**config.mk**
```make
export PLATFORM = sky130hd
export DESIGN_NAME = wb_rr_arbiter
export DESIGN_NICKNAME = d
export VERILOG_FILES = /design/src/rtl/wb_rr_arbiter.sv
export SDC_FILE = /design/constraint.sdc
export NUM_CORES = 1
export LEC_CHECK = 0
export ABC_AREA = 1
export ABC_CLOCK_PERIOD_IN_PS = 2200
export CAP_MARGIN = 0
export CORE_AREA = 10 10 103 105
export DETAILED_ROUTE_END_ITERATION = 6
export DIE_AREA = 0 0 113 115
export PLACE_DENSITY = 0.84
export SLEW_MARGIN = 40
export SYNTH_ARGS = -nofsm -noshare
export SYNTH_HDL_FRONTEND = slang
export SYNTH_SLANG_ARGS = --single-unit
```
**constraint.sdc**
```tcl
create_clock -name clk -period 2.2 [get_ports clk]
set_input_delay 0.66 -clock clk [delete_from_list [all_inputs] [get_ports clk]]
set_output_delay 0.66 -clock clk [all_outputs]
set_load 0.01 [all_outputs]
```
**src/rtl/wb_rr_arbiter.sv**
```systemverilog
// N-master to 1-slave Wishbone B4 pipelined arbiter with round-robin grant,
// whole-cycle bus ownership and outstanding-strobe tracking.
module wb_rr_arbiter #(
    parameter int NUM_M     = 2,
    parameter int ADDR_W    = 32,
    parameter int DATA_W    = 32,
    parameter int MAX_OUTST = 4
) (
    input  logic                        clk,
    input  logic                        rst_n,
    input  logic [NUM_M-1:0]            m_cyc_i,
    input  logic [NUM_M-1:0]            m_stb_i,
    input  logic [NUM_M-1:0]            m_we_i,
    input  logic [NUM_M*ADDR_W-1:0]     m_adr_i,
    input  logic [NUM_M*DATA_W-1:0]     m_dat_i,
    input  logic [NUM_M*(DATA_W/8)-1:0] m_sel_i,
    output logic [DATA_W-1:0]           m_dat_o,
    output logic [NUM_M-1:0]            m_ack_o,
    output logic [NUM_M-1:0]            m_err_o,
    output logic [NUM_M-1:0]            m_stall_o,
    output logic                        s_cyc_o,
    output logic                        s_stb_o,
    output logic                        s_we_o,
    output logic [ADDR_W-1:0]           s_adr_o,
    output logic [DATA_W-1:0]           s_dat_o,
    output logic [DATA_W/8-1:0]         s_sel_o,
    input  logic [DATA_W-1:0]           s_dat_i,
    input  logic                        s_ack_i,
    input  logic                        s_err_i,
    input  logic                        s_stall_i,
    output logic [NUM_M-1:0]            gnt_o
);

    localparam int SEL_W = DATA_W / 8;
    localparam int OUT_W = $clog2(MAX_OUTST + 1);
    localparam int IDX_W = (NUM_M > 1) ? $clog2(NUM_M) : 1;

    typedef enum logic {
        ST_IDLE,
        ST_OWN
    } state_t;

    state_t           state;
    logic [IDX_W-1:0] owner;
    logic [IDX_W-1:0] rr_ptr;
    logic [OUT_W-1:0] outst;

    logic [IDX_W-1:0] winner;
    logic [IDX_W-1:0] cand;
    logic             found;
    logic             outst_full;
    logic             accept;
    logic             resp;
    logic             owner_cyc;

    // Round-robin search: start just after the last owner and take the first requester.
    always_comb begin
        // NOTE: every variable gets a default before any branch so no latch is inferred.
        winner = '0;
        cand   = '0;
        found  = 1'b0;
        for (int i = 1; i <= NUM_M; i++) begin
            cand = IDX_W'((int'(rr_ptr) + i) % NUM_M);
            if (!found && m_cyc_i[cand]) begin
                winner = cand;
                found  = 1'b1;
            end
        end
    end

    assign outst_full = (outst == OUT_W'(MAX_OUTST));
    assign owner_cyc  = m_cyc_i[owner];
    assign accept     = s_stb_o & ~s_stall_i;
    assign resp       = s_ack_i | s_err_i;
    assign m_dat_o    = s_dat_i;

    // Slave-side mux and per-master response routing; everything idles when no owner.
    always_comb begin
        s_cyc_o   = 1'b0;
        s_stb_o   = 1'b0;
        s_we_o    = 1'b0;
        s_adr_o   = '0;
        s_dat_o   = '0;
        s_sel_o   = '0;
        m_ack_o   = '0;
        m_err_o   = '0;
        m_stall_o = '1;
        if (state == ST_OWN) begin
            for (int k = 0; k < NUM_M; k++) begin
                if (owner == IDX_W'(k)) begin
                    s_cyc_o      = m_cyc_i[k];
                    s_stb_o      = m_stb_i[k] & ~outst_full;
                    s_we_o       = m_we_i[k];
                    s_adr_o      = m_adr_i[k*ADDR_W +: ADDR_W];
                    s_dat_o      = m_dat_i[k*DATA_W +: DATA_W];
                    s_sel_o      = m_sel_i[k*SEL_W +: SEL_W];
                    m_stall_o[k] = s_stall_i | outst_full;
                    m_ack_o[k]   = s_ack_i;
                    m_err_o[k]   = s_err_i;
                end
            end
        end
    end

    // NOTE: sequential state uses non-blocking assignments only, so every register
    // samples the pre-edge values regardless of statement order.
    always_ff @(posedge clk) begin
        if (!rst_n) begin
            state  <= ST_IDLE;
            gnt_o  <= '0;
            owner  <= '0;
            rr_ptr <= IDX_W'(NUM_M - 1);
            outst  <= '0;
        end else begin
            case (state)
                ST_IDLE: begin
                    if (|m_cyc_i) begin
                        gnt_o <= {{(NUM_M-1){1'b0}}, 1'b1} << winner;
                        owner <= winner;
                        state <= ST_OWN;
                    end
                end
                ST_OWN: begin
                    if (!owner_cyc) begin
                        // Release (or abort): responses still in flight are dropped.
                        rr_ptr <= owner;
                        gnt_o  <= '0;
                        outst  <= '0;
                        state  <= ST_IDLE;
                    end else if (accept && !resp) begin
                        outst <= outst + OUT_W'(1);
                    end else if (resp && !accept && (outst != '0)) begin
                        outst <= outst - OUT_W'(1);
                    end
                end
                default: state <= ST_IDLE;
            endcase
        end
    end

endmodule
```
==> run_results.csv <==
group,metric,value,unit
final_layout,n_fill_cell,880,
floorplan,core_area,8550,um^2
critical_path,endpoint_kind,"output pin",
floorplan,num_rows,34,
route,ant_nets,0,
clocking,clk_pin_slew,0.04,ns
power,irDropWorstVdd,0.342,mV
grt,grt_overflow,0,
sta,worst_pin_slew,0.311,ns
sta,slew_violations,0,
worst_hold_path,hp-class,"reg2reg",
route,drt-pass1-iter-count,4,
final_layout,utilization,40.5,%
yosys,synth.distinct_cells,21,
clocking,ctsHoldBuffers,0,
sta,setup_tns,0,ns
critical_path,arrival,1.53,ns
grt,grt_pass1_wl,15.8,mm
grt,grt_usage,15.3,%
yosys,ys_warn_count,0,
power,power_leakage,1.64,nW
critical_path,critPathLaunchType,"primary input",
route,postRouteWirelength,11.4,mm
final_layout,n_antenna_cell,0,
sta,hold_viol,0,
clocking,numCtsBuffers,3,
route,vias,2344,
yosys,synth.net_count,373,
sta,max_slew_margin,79.2,%
clocking,cts_tree,"yes",
sta,grt_setup_unrepaired,"no",
final_layout,drive_gt1_share,28.6,%
flow_run,maxCapViolCount,0,
critical_path,worstSetupPathType,"in2out",
route,drt-vias-per-instance,4.70,
route,wl_per_cell,22.9,um
floorplan,start_util,16.6,%
grt,grt_max_degree,43,
final_layout,final_cell_mix,"clkdlybuf4s50_1, a22o_1, buf_2",
clocking,cts-htree-levels,1,
final_layout,nNetsFinal,573,
route,drtIter0Drc,181,
grt,antenna_found_initial,0,
grt,first_global_vias,2417,
sta,finalCriticalPeriod,2.19,ns
placement,gp_congestion,0.831,
critical_path,crit_required,1.54,ns
power,pwr_density_cell,319,nW/um^2
yosys,ys_ff_latch,8,
placement,hpwl,9.62,mm
sta,hold-worst-slack,0.464,ns
clocking,clock_path_buffers,2,
yosys,netlist_area,1420,um^2
floorplan,die_h,115,um
clocking,cts_sinks,8,
floorplan,die_area,13000,um^2
final_layout,final_common_cell,"clkdlybuf4s50_1",
yosys,synth_area_per_cell,7.37,um^2
sta,clock-skew-final,0.00556,ns
final_layout,stdcell_count,499,
yosys,ys_seq_area_share,11.3,%
route,drc,0,
clocking,root_buffer,"clkbuf_8",
sta,clock.fmax,457,MHz
final_layout,syn_to_final_growth,143,%
status,outcome,"complete, no violations",
yosys,synth_cells,193,
floorplan,fp.dieW,113,um
critical_path,crit_fanout,1,
sta,finalCritPeriodShare,99.4,%
sta,setup_viol,0,
placement,portBuffers,225,
clocking,insertion_delay,0.23,ns
floorplan,io_pins,290,
placement,dp_cells,492,
power by group:
part / switching, mW / internal, mW
combinational: 0.317 / 0.440
clock: 0.0614 / 0.119
sequential: 0.0107 / 0.158
cell usage after synthesis (all sizes together):
library cell	number	share of area (%)
a22o	69	42
buf	47	23
nand2	21	5.5
inv	15	4.0
nor2	12	3.5
dfxtp	8	11
a21oi	7	3.0
nand3	6	2.8
o31ai	2	1.1
a211oi	1	0.53
a22oi	1	0.53
fa	1	1.4
nand4	1	0.44
nor3	1	0.35
o211ai	1	0.53
layer usage:
| layer | track usage [%] | vias up | wire, um |
|---|---|---|---|
| met3 | 4.48 | 11 | 891 |
| li1 | - | 1084 | - |
| met4 | 1.95 | 0 | 64 |
| met1 | 18.3 | 1102 | 4630 |
| met2 | 27.0 | 147 | 5820 |
| met5 | 0 | - | 0 |
logic make-up (layout without fill, tap and decap cells):
group / Yosys count / after routing / share of synthesized area (%)
adder cells (fa/ha/maj): 1 / 1 / 1.41
flip-flops: 8 / 8 / 11.3
AND/OR/NAND/NOR: 41 / 41 / 12.7
buffers and inverters: 62 / 260 / 26.6
AO/OA/AOI/OAI: 81 / 81 / 48.1
per-stage QoR:
step	setup WS [ns]	area, um^2	power (mW)
after floorplan	0.268	1420	0.491
after global placement	-0.567	3620	0.983
after detailed placement	-0.565	3620	0.993
after CTS	-0.000773	3530	1.12
after global routing	0.00249	3460	1.17
final	0.0125	3460	1.10
flip-flops by register name, indices dropped and copies added (netlist names):
| register | flops |
|---|---|
| owner | 1 |
| gnt_o | 2 |
| state | 1 |
| rr_ptr | 1 |
| outst | 3 |
worst max-delay path: stages:
cell,delay (ns)
clkdlybuf4s50_1,0.41
a22o_1,0.23
clkdlybuf4s15_2,0.23
final cells by class:
type	instances	area [um^2]	area share, %
multi-input combinational	123	941	27.2
sequential	8	160	4.62
timing repair buffer	242	2130	61.4
inverter	15	58.8	1.70
clock buffer	3	41.3	1.19
tap	108	135	3.90
repair_timing:
item | CTS | global route
setup buffers | 1 | 2
gates cloned | 0 | 1
resized for setup | 258 | 51
endpoints found under the setup margin | 78 | 36
pin swaps | 2 | 8
path summary, 6_finish.rpt:
| kind | slack, ns | start | depth (start not counted) | end |
|---|---|---|---|---|
| worst max register to register | 0.26 | owner | 13 | outst[2] |
| worst min-delay path | 0.46 | gnt_o[1] | 2 | gnt_o[1] |
| worst min register to register | 0.46 | gnt_o[1] | 2 | gnt_o[1] |
| worst max-delay path | 0.01 | m_adr_i[55] | 3 | s_adr_o[23] |
(Power assumes the default switching activity.)
